==> src/rtl/pwm_duty_feeder.sv <==
// Duty-word sequencer for the binary-weighted PWM: queues host duty words and
// presents one per PWM period, advancing on the PWM's done pulse.
module pwm_duty_feeder #(
    parameter int NO_BITS    = 16,
    parameter int DEPTH_LOG2 = 2,
    parameter int GAP_CYCLES = 0
) (
    input  logic                  clock,
    input  logic                  reset,
    input  logic                  wr_en,
    input  logic [NO_BITS-1:0]    wr_duty,
    input  logic                  repeat_last,
    output logic                  full,
    output logic [DEPTH_LOG2:0]   level,
    output logic                  overflow,
    output logic                  underrun,
    output logic                  busy,
    output logic                  pwm_go,
    output logic [NO_BITS-1:0]    pwm_duty,
    input  logic                  pwm_done
);

    localparam int DEPTH = 1 << DEPTH_LOG2;
    localparam logic [DEPTH_LOG2:0]   LVL_FULL   = (DEPTH_LOG2 + 1)'(DEPTH);
    localparam logic [DEPTH_LOG2:0]   LVL_ONE    = (DEPTH_LOG2 + 1)'(1);
    localparam logic [DEPTH_LOG2-1:0] PTR_ONE    = DEPTH_LOG2'(1);
    localparam logic [7:0]            GAP_RELOAD = 8'((GAP_CYCLES > 0) ? GAP_CYCLES - 1 : 0);

    typedef enum logic [1:0] {
        ST_IDLE = 2'd0,
        ST_RUN  = 2'd1,
        ST_GAP  = 2'd2
    } state_t;

    state_t                  state_q, state_d;
    logic [NO_BITS-1:0]      fifo_mem_q [DEPTH];
    logic [DEPTH_LOG2-1:0]   wr_ptr_q, wr_ptr_d;
    logic [DEPTH_LOG2-1:0]   rd_ptr_q, rd_ptr_d;
    logic [DEPTH_LOG2:0]     level_q, level_d;
    logic                    full_q, full_d;
    logic                    overflow_q, overflow_d;
    logic                    underrun_q, underrun_d;
    logic                    busy_q, busy_d;
    logic                    go_q, go_d;
    logic [NO_BITS-1:0]      duty_q, duty_d;
    logic [7:0]              gap_cnt_q, gap_cnt_d;
    logic                    push;
    logic                    pop;
    logic                    fifo_empty;

    always_comb begin
        state_d    = state_q;
        wr_ptr_d   = wr_ptr_q;
        rd_ptr_d   = rd_ptr_q;
        level_d    = level_q;
        go_d       = go_q;
        duty_d     = duty_q;
        gap_cnt_d  = gap_cnt_q;
        underrun_d = 1'b0;
        pop        = 1'b0;

        // full is the registered flag, so a pop in this cycle never frees room for this write
        push       = wr_en && !full_q;
        fifo_empty = (level_q == '0);
        overflow_d = overflow_q | (wr_en & full_q);

        case (state_q)
            ST_IDLE: begin
                go_d = 1'b0;
                if (!fifo_empty) begin
                    pop     = 1'b1;
                    go_d    = 1'b1;
                    state_d = ST_RUN;
                end
            end
            ST_RUN: begin
                if (pwm_done) begin
                    if (GAP_CYCLES == 0) begin
                        if (!fifo_empty) begin
                            pop = 1'b1;
                        end else if (!repeat_last) begin
                            underrun_d = 1'b1;
                            go_d       = 1'b0;
                            state_d    = ST_IDLE;
                        end
                    end else if (fifo_empty && !repeat_last) begin
                        underrun_d = 1'b1;
                        go_d       = 1'b0;
                        state_d    = ST_IDLE;
                    end else begin
                        go_d      = 1'b0;
                        gap_cnt_d = GAP_RELOAD;
                        state_d   = ST_GAP;
                    end
                end
            end
            ST_GAP: begin
                // FIFO state is re-sampled when the gap expires, not at the done pulse
                if (gap_cnt_q != 8'd0) begin
                    gap_cnt_d = gap_cnt_q - 8'd1;
                end else if (!fifo_empty) begin
                    pop     = 1'b1;
                    go_d    = 1'b1;
                    state_d = ST_RUN;
                end else if (repeat_last) begin
                    go_d    = 1'b1;
                    state_d = ST_RUN;
                end else begin
                    underrun_d = 1'b1;
                    go_d       = 1'b0;
                    state_d    = ST_IDLE;
                end
            end
            default: begin
                go_d    = 1'b0;
                state_d = ST_IDLE;
            end
        endcase

        if (pop) begin
            duty_d   = fifo_mem_q[rd_ptr_q];
            rd_ptr_d = rd_ptr_q + PTR_ONE;
        end
        if (push) begin
            wr_ptr_d = wr_ptr_q + PTR_ONE;
        end

        case ({push, pop})
            2'b10:   level_d = level_q + LVL_ONE;
            2'b01:   level_d = level_q - LVL_ONE;
            default: level_d = level_q;
        endcase

        full_d = (level_d == LVL_FULL);
        busy_d = (state_d != ST_IDLE);
    end

    always_ff @(posedge clock) begin
        if (push) begin
            fifo_mem_q[wr_ptr_q] <= wr_duty;
        end
    end

    always_ff @(posedge clock) begin
        if (reset) begin
            state_q    <= ST_IDLE;
            wr_ptr_q   <= '0;
            rd_ptr_q   <= '0;
            level_q    <= '0;
            full_q     <= 1'b0;
            overflow_q <= 1'b0;
            underrun_q <= 1'b0;
            busy_q     <= 1'b0;
            go_q       <= 1'b0;
            duty_q     <= '0;
            gap_cnt_q  <= 8'd0;
        end else begin
            state_q    <= state_d;
            wr_ptr_q   <= wr_ptr_d;
            rd_ptr_q   <= rd_ptr_d;
            level_q    <= level_d;
            full_q     <= full_d;
            overflow_q <= overflow_d;
            underrun_q <= underrun_d;
            busy_q     <= busy_d;
            go_q       <= go_d;
            duty_q     <= duty_d;
            gap_cnt_q  <= gap_cnt_d;
        end
    end

    assign full     = full_q;
    assign level    = level_q;
    assign overflow = overflow_q;
    assign underrun = underrun_q;
    assign busy     = busy_q;
    assign pwm_go   = go_q;
    assign pwm_duty = duty_q;

endmodule

==> config.mk <==
export PLATFORM = sky130hd
export DESIGN_NAME = pwm_duty_feeder
export DESIGN_NICKNAME = d
export VERILOG_FILES = /design/src/rtl/pwm_duty_feeder.sv
export SDC_FILE = /design/constraint.sdc
export NUM_CORES = 1
export LEC_CHECK = 0
export BUFFER_PORTS_ARGS = -buffer_cell sky130_fd_sc_hd__buf_4
export CAP_MARGIN = 20
export CORE_ASPECT_RATIO = 1.25
export CORE_MARGIN = 10
export CORE_UTILIZATION = 35
export DETAILED_ROUTE_END_ITERATION = 16
export PLACE_DENSITY = 0.54
export SLEW_MARGIN = 0
export SYNTH_ARGS = -nofsm -noshare
export SYNTH_HDL_FRONTEND = slang
export SYNTH_SLANG_ARGS = --single-unit
==> constraint.sdc <==
create_clock -name clock -period 2.7 [get_ports clock]
set_input_delay 0.54 -clock clock [delete_from_list [all_inputs] [get_ports clock]]
set_output_delay 0.54 -clock clock [all_outputs]
set_load 0.02 [all_outputs]
## Yosys cells after proc, flatten, opt, wreduce, memory -nomap -nowiden

Memories as Yosys holds them, arrays and structs flattened. A register that Yosys moved wholly into a read port is not among the register bits.
Cells that the tools add are included.

| word-level totals | value |
|---|---|
| logic and storage cells | 62 |
| bits in writable memories | 64 |
| input port bits | 21 |
| memories | 1 |
| register bits after elaboration | 22 |
| output and inout bits | 24 |

Memory list:

| memory | depth | bits a word | rd ports | clocked after Yosys merged registers in | wr ports | line | source |
|---|---|---|---|---|---|---|---|
| fifo_mem_q | 4 | 16 | 1 | 1 | 1 | 36 | `logic [NO_BITS-1:0] fifo_mem_q [DEPTH];` |

| cells by class | value |
|---|---|
| reduce and logical (&&, ||, !) cells | 8 |
| add/subtract/negate cells | 5 |
| eq/ne operators | 9 |
| mux-type cells | 27 |
| bitwise logic cells | 2 |

Operator list:

| operator | number |
|---|---|
| 1-bit 2-to-1 mux | 17 |
| 2-bit 2-to-1 mux | 5 |
| 2-bit inequality test, second input constant | 4 |
| 8-bit nonzero test | 1 |
| 8-bit by 1-bit subtractor with 8-bit output, second input constant | 1 |
| 1-bit case mux with 3 select lines | 2 |
| 2-bit case mux with 3 select lines | 1 |
| 3-bit case mux with 2 select lines | 1 |
| 2-bit by 1-bit adder with 2-bit output, second input constant | 2 |
| 2-bit by 1-bit equality test with 1-bit output, second input constant | 2 |
| 2-bit equality test, second input constant | 2 |
| 4-bit AND reduction | 1 |
| 3-bit by 1-bit adder with 3-bit output, second input constant | 1 |
| 3-bit equality test, second input constant | 1 |
| 3-bit logical NOT | 1 |
| 3-bit by 1-bit subtractor with 3-bit output, second input constant | 1 |
| 2-bit logical NOT | 1 |
| 1-bit case mux with 2 select lines | 1 |
| 2-bit AND reduction | 1 |
| 2-bit nonzero test | 1 |
| 1-bit AND | 1 |
| 1-bit logical AND | 1 |
| 1-bit logical NOT | 1 |
| 1-bit bitwise OR | 1 |

## Depth between registers and ports, before layout

Gate-level depths: netlist of the first run.

| depth | value |
|---|---|
| depth in word-level cells | 7 |
| depth in mapped cells | 13 |

## Worst setup path before layout of the first run

OpenSTA, ideal clock, no wires.

| path | value |
|---|---|
| kind | register -> register |
| start point | register gap_cnt_q[0] |
| end point | register full_q, in the netlist full |
| setup time | 0.078 ns |
| data arrival time | 2.495 ns |
| path slack | 0.127 ns |
| buffers on the path | 1 |
| stages on the path, launching flop included | 13 |
| path through | dfxtp_1 > inv_1 > ha_1 > nor3b_2 > a31oi_1 > or3_4 > inv_2 > buf_2 > ha_1 > fa_1 > nor2_1 > a22oi_1 > nor3_1 |

| on the way | value |
|---|---|
| cells in the longest elaborated chain, start to end | 6 |
| elaborated cells on any way between the ends | 7 |
| classes of those cells | eq/ne: 3; mux: 3; reduce/logical: 1 |

Ends and longest elaborated chain:

| element | line | source |
|---|---|---|
| from (decl) | 46 | `logic [7:0] gap_cnt_q, gap_cnt_d;` |
| from (signal assigned) | 168 | `gap_cnt_q <= gap_cnt_d;` |
| 8-bit nonzero test (*) | 99 | `if (gap_cnt_q != 8'd0) begin` |
| 1-bit 2-to-1 mux (*) | 99 |  |
| 1-bit case mux with 3 select lines (*) | 67 | `case (state_q)` |
| 2-bit by 1-bit equality test with 1-bit output / 2-bit equality test (equally long branches) | 128 | `case ({push, pop})` |
| 3-bit case mux with 2 select lines (*) | 128 |  |
| 3-bit equality test (*) | 134 | `full_d = (level_d == LVL_FULL);` |
| to (signal assigned) | 162 | `full_q <= full_d;` |
| to (decl) | 40 | `logic full_q, full_d;` |

Every way passes the cells marked *; elsewhere a longest branch is shown, timed or not.
A chain may end at the register's enable or synchronous reset.

## Worst setup path in the final report of the first run

| path | value |
|---|---|
| start point | register state_q[0] |
| end point | register full_q, in the netlist full |

| on the way | value |
|---|---|
| cells in the longest elaborated chain, start to end | 5 |
| elaborated cells on any way between the ends | 8 |
| classes of those cells | eq/ne: 5; mux: 2; reduce/logical: 1 |

Ends and longest elaborated chain:

| element | line | source |
|---|---|---|
| from (decl) | 35 | `state_t state_q, state_d;` |
| from (signal assigned) | 158 | `state_q <= state_d;` |
| 2-bit equality test, or another cell as far along | 67 |  |
| 1-bit case mux with 3 select lines (*) | 67 |  |
| 2-bit by 1-bit equality test with 1-bit output / 2-bit equality test (equally long branches) | 128 |  |
| 3-bit case mux with 2 select lines (*) | 128 |  |
| 3-bit equality test (*) | 134 |  |

Marked as above.

==> impl_metrics.csv, run 1 <==
group,metric,value,unit
cts,cts_made_buffers,9,
floorplanning,start_util,0.359,
critical_path,crit_path_start_kind,"flop",
critical_path,slowest_delay,0.40,ns
run_status,outcome,"finished, final reports clean",
power,p_sw,1470,µW
critical_path,worstPathArrival,2.67,ns
floorplanning,coreArea,0.0111,mm²
cts,clock_latency,0.34,ns
cts,tritoncts,"built",
route,finalWirelength,7.72,mm
logic_synthesis,syn_inst,281,
placed_design,hpwl,5.07,mm
logic_synthesis,syn-cell-area,0.00399,mm²
route,vias,2324,
grt,grt_max_degree,38,
grt,grt.total_usage,0.100,
timing,max_freq,407,MHz
cts,clkSinkCount,102,
cts,cts_buffer_depth,2,
power,p_int,3270,µW
timing,setup_viol_count_final,0,
route,drc_errors,0,
route,wl_per_cell,16.3,µm
power,ir_worst_vdd,0.379,mV
timing,rsz0062_at_grt,"false",
logic_synthesis,synth_nets,314,
power,power_density,986,mW/mm²
timing,post-route-min-period,2.46,ns
floorplanning,dieArea,0.0161,mm²
critical_path,required,2.91,ns
logic_synthesis,synth_area_per_cell,14.2,µm²
power,switching_share,0.311,
power,fin_total_pwr,4740,µW
hold_path,hold_path.class,"input port to flop",
critical_path,slowest_stage,"dfxtp_1",
logic_synthesis,ys.flop_type,"edfxtp_1",
floorplanning,rows,43,
logic_synthesis,synth_fa_ha_area_frac,0.0395,
final_layout,fin_nets,367,
final_layout,drive_above_1_share,0.263,
floorplanning,die_x,116,µm
route,drt-pass1-iter-count,4,
flow_run,maxCapViolCount,0,
power,p_clk_frac,0.266,
final_layout,layoutNonFillerInstCount,474,
cts,h-tree-depth,3,
logic_synthesis,synth_compound_area_frac,0.0545,
route,ant_nets,0,
timing,hold_viol_final,0,
logic_synthesis,ys_types,39,
critical_path,critPathKind,"flop to flop",
final_layout,fillers,1013,
grt,antenna_found_initial,0,
logic_synthesis,muxShareOfSynthArea,0.0927,
route,drt_iter0_drc,54,
critical_path,critPathCaptureType,"flop",
logic_synthesis,synth_top_family_by_area,"simple AND/OR/NAND/NOR gates",
logic_synthesis,ys_warn_count,0,
power,p_seq_frac,0.435,
timing,tns,0,ns
grt,gr-total-overflow,0,
logic_synthesis,async_flop_share,0,
logic_synthesis,synth_edf_count,64,
power,p_leak,0.00175,µW
floorplanning,ios,45,
route,viasPerCell,4.90,
critical_path,crit_fanout,5,
placed_design,io_buffers,44,
placed_design,dp_cells,458,
timing,fin_crit_sh,0.910,
critical_path,crit_chain,"inv_1, ha_1, a21o_1, a31oi_1, or3_4, inv_2, ha_1, fa_1, xnor2_1, nor2_1, xnor2_1, nor3_1",
placed_design,place_congestion,0.761,
logic_synthesis,synth-seq-area-share,0.672,
power,pwr-share-comb,0.299,
final_layout,area_delta_synth_final,20.4,%
logic_synthesis,synth_xor_xnor_area_share,0.0219,
cts,path_clk_slew,0.07,ns
logic_synthesis,synthSimpleGateAreaFrac,0.0974,
timing,maxSlewHeadroom,0.658,
cts,clockRootBuffer,"clkbuf_16",
floorplanning,die_h,139,µm
timing,final_max_slew_viol_count,0,
grt,grt_pass1_wl,12.5,mm
logic_synthesis,ys_ff_latch,102,
grt,first_global_vias,2364,
final_layout,antenna_cells,0,
timing,finClkSkew,0.00915,ns
timing,worstMarginPinSlew,0.509,ns
## kinds of logic after synthesis
logic type      count (synthesis)
fa+ha+maj                      12
flops                         102
compound gates                 36
xor+xnor                       10
mux                            17
simple gates                   83
buf+inv                        21
## stage by stage
stage	cell area, µm²	utilization	setup slack (ns)	hold WS [ns]
2_1_floorplan	3990	-	0.127	0.464
3_3_place_gp	4510	0.405	0.262	0.441
3_5_place_dp	4510	0.405	0.203	0.448
4_1_cts	4800	0.431	0.178	0.387
5_1_grt	4810	0.432	0.0633	0.392
6_report	4810	0.432	0.244	0.398
## timing repair
| action | in CTS | in global routing |
|---|---|---|
| gates resized for setup | 0 | 1 |
| buffers inserted | 0 | 0 |
| endpoints found under the hold margin | 0 | 0 |
| hold buffers | 0 | 0 |
| setup endpoints to repair | 0 | 1 |
## critical path: cells and delay by family, from the launching register on
family / cells / cell delay, ns
simple gates: 3 / 0.29
xor+xnor: 2 / 0.34
flops: 1 / 0.40
fa+ha+maj: 3 / 0.83
compound gates: 2 / 0.34
buf+inv: 2 / 0.14
## placed cells by master (no fill, tap or decap), drive strengths merged
cell	count
a211o	1
a211oi	1
a21boi	1
a21o	2
a21oi	23
a22oi	1
a311oi	1
a31oi	1
a32oi	2
and2	4
buf	54
bufinv	1
clkbuf	10
clkinv	3
clkinvlp	1
dfxtp	38
edfxtp	64
fa	1
ha	11
inv	10
mux2i	1
mux4	16
nand2	41
nand3	4
nand4b	1
nor2	21
nor2b	1
nor3	3
nor3b	1
nor4	2
nor4bb	1
o21ai	1
o21bai	1
o31ai	1
or3	3
or4	1
xnor2	4
xor2	6
## registers in the layout (all words and copies together), names as in the netlist, 2 cells and up
register / cells
fifo_mem_q: 64
gap_cnt_q: 8
level: 3
pwm_duty: 16
rd_ptr_q: 2
state_q: 2
wr_ptr_q: 2
## layer usage
metal / vias up / track usage / wire length, µm
met5: - / 0 / 0
met4: 0 / 0.0541 / 158
met3: 11 / 0.0219 / 292
met2: 36 / 0.165 / 4000
met1: 1150 / 0.118 / 3280
li1: 1127 / - / -
## power groups by stage
stage | logic, µW | clock network, µW | registers [µW]
2_1_floorplan | 791 | 0 | 2240
3_3_place_gp | 1460 | 0 | 2090
3_5_place_dp | 1460 | 0 | 2100
4_1_cts | 1460 | 1300 | 2060
5_1_grt | 1580 | 1360 | 2090
6_report | 1420 | 1260 | 2060
## worst paths after layout
path,endpoint,slack (ns),depth (start not counted),startpoint
setup / recovery,full,0.24,12,state_q[0]
hold / removal,fifo_mem_q[1][13],0.40,1,wr_duty[13]
setup reg to reg,full,0.24,12,state_q[0]
hold reg to reg,pwm_go,0.45,2,pwm_go
## layout make-up
type,count,area [µm²],area share
Multi-Input combinational cell,158,1230,0.256
Timing Repair Buffer,54,405,0.0843
Inverter,9,33.8,0.00703
Clock buffer,10,229,0.0476
Sequential cell,102,2680,0.558
Clock inverter,6,60.1,0.0125
Tap cell,135,169,0.0351
## synth_stat cells (2+ instances only)
cell type | count | area share
a21o_1 | 2 | 0.0038
nor2_1 | 21 | 0.020
and2_1 | 4 | 0.0063
xnor2_1 | 4 | 0.0088
dfxtp_1 | 38 | 0.19
inv_1 | 8 | 0.0075
buf_2 | 2 | 0.0025
nand2_1 | 41 | 0.039
ha_1 | 11 | 0.034
a21oi_1 | 23 | 0.029
edfxtp_1 | 64 | 0.48
nand3_1 | 4 | 0.0050
nor3_1 | 3 | 0.0038
mux4_2 | 16 | 0.090
a32oi_1 | 2 | 0.0044
or3_1 | 2 | 0.0031
xor2_1 | 6 | 0.013
clkbuf_1 | 9 | 0.0085
Note: power is estimated with default switching activity, not from simulation.
==> inputs of run 2 (changes only) <==
--- a/config.mk
+++ b/config.mk
@@ -10,6 +10,7 @@
 export CORE_ASPECT_RATIO = 1.25
 export CORE_MARGIN = 10
 export CORE_UTILIZATION = 35
+export CTS_BUF_LIST = sky130_fd_sc_hd__clkbuf_4 sky130_fd_sc_hd__clkbuf_8
 export DETAILED_ROUTE_END_ITERATION = 16
 export PLACE_DENSITY = 0.54
 export SLEW_MARGIN = 0
==> impl_metrics.csv, run 2 (same netlist as run 1, synthesis figures left out) <==
group,metric,value,unit
run_status,outcome,"finished, final reports clean",
critical_path,worstRegToRegCells,12,
grt,antenna_found_initial,0,
final_layout,antenna_cells,0,
critical_path,crit_path_start_kind,"flop",
final_layout,drive_above_1_share,0.265,
final_layout,top_register,"fifo_mem_q",
timing,tns,0,ns
timing,maxSlewHeadroom,0.652,
critical_path,crit_start,"state_q[0]",
route,drt-pass1-iter-count,4,
route,ant_nets,0,
cts,h-tree-depth,3,
hold_path,min_from,"wr_duty[0]",
timing,max_freq,407,MHz
route,viasPerCell,4.88,
timing,post-route-min-period,2.46,ns
floorplanning,rows,43,
floorplanning,die_x,116,µm
timing,hold_viol_final,0,
placed_design,io_buffers,44,
placed_design,hpwl,5.07,mm
cts,path_clk_slew,0.10,ns
grt,first_global_vias,2347,
cts,clock_latency,0.36,ns
timing,setup_viol_count_final,0,
final_layout,fin_nets,367,
route,drt_iter0_drc,42,
power,ir_worst_vdd,0.330,mV
critical_path,reg2reg_slack,0.24,ns
final_layout,area_delta_synth_final,18.0,%
floorplanning,dieArea,0.0161,mm²
power,power_density,939,mW/mm²
timing,layout_setup_ws,0.241,ns
placed_design,place_area,0.00451,mm²
route,wl_per_cell,16.2,µm
grt,grt_max_degree,38,
final_layout,fin_area,0.00471,mm²
critical_path,worstPathArrival,2.75,ns
final_layout,layout_commonest_cell,"edfxtp_1",
cts,clkSinkCount,102,
grt,gr-total-overflow,0,
placed_design,pre_cts_ws,0.203,ns
timing,holdWs,0.379,ns
power,p_leak,0.00170,µW
critical_path,required,2.99,ns
route,drc_errors,0,
cts,clockRootBuffer,"clkbuf_8",
grt,grt.total_usage,0.0996,
floorplanning,coreArea,0.0111,mm²
hold_path,whs_endpoint,"fifo_mem_q[0][0]",
final_layout,final_cell_mix,"edfxtp_1, buf_4, nand2_1, dfxtp_1, a21oi_1",
critical_path,reg2reg_to,"full",
timing,final_max_slew_viol_count,0,
cts,tritoncts,"built",
flow_run,maxCapViolCount,0,
cts,cts_hold_buf,0,
timing,finClkSkew,0.0130,ns
floorplanning,ios,45,
grt,grt_pass1_wl,12.4,mm
cts,cts_made_buffers,9,
critical_path,critPathCaptureType,"flop",
route,vias,2312,
floorplanning,die_h,139,µm
cts,cts_buffer_depth,2,
hold_path,hold_path.class,"input port to flop",
timing,rsz0062_at_grt,"false",
placed_design,place_congestion,0.761,
critical_path,reg2reg_from,"state_q[0]",
route,finalWirelength,7.67,mm
critical_path,crit_fanout,5,
timing,fin_crit_sh,0.911,
power,fin_total_pwr,4420,µW
critical_path,critPathKind,"flop to flop",
hold_path,hold_path_depth,1,
final_layout,largest_register_ffs,64,
timing,worstMarginPinSlew,0.517,ns
floorplanning,start_util,0.359,
## run 2: cell counts in the layout (fill, tap and decap cells not counted)
No cell type changed its count.
## run 2: worst max path at each step
stage | to | cells past startpoint
floorplan | full | 12
global placement | full | 11
detailed placement | full | 11
CTS | full | 11
global route | full | 11
finish | full | 12
## run 2: final cells by class
type                            instances  area (µm²)
Clock buffer                           10         131
Clock inverter                          6        60.1
Fill cell                            1018        6430
Inverter                                9        33.8
Multi-Input combinational cell        158        1230
Sequential cell                       102        2680
Tap cell                              135         169
Timing Repair Buffer                   54         405
## run 2: repair_timing
action	CTS	global route
endpoints found under the setup margin	0	1
buffers inserted	0	0
gates resized for setup	0	1
## run 2: critical path, cell delays in order (launching register included)
cell and delay, ns:
dfxtp_1 0.41, inv_1 0.10, ha_1 0.25, a21o_1 0.16, a31oi_1 0.18, or3_4 0.16, inv_2 0.04, ha_1 0.20
fa_1 0.38, xnor2_1 0.16, nor2_1 0.06, xnor2_1 0.14, nor3_1 0.16
## run 2: stage by stage
stage,utilization,std cells
after floorplan,-,281
after global routing,0.423,474
final,0.423,474
after global placement,0.405,458
after CTS,0.422,474
after detailed placement,0.405,458
## run 2: routing by layer
| layer | up-vias | routed length (µm) | GRT usage |
|---|---|---|---|
| met3 | 9 | 292 | 0.0271 |
| met1 | 1148 | 3310 | 0.119 |
| met5 | - | 0 | 0 |
| met4 | 0 | 123 | 0.0441 |
| met2 | 31 | 3940 | 0.162 |
| li1 | 1124 | - | - |
## run 2: where the power goes
group	switching [µW]	internal (µW)	total, µW
clock network	510	437	946
registers	131	1930	2060
logic	794	624	1420
total	1430	2990	4420
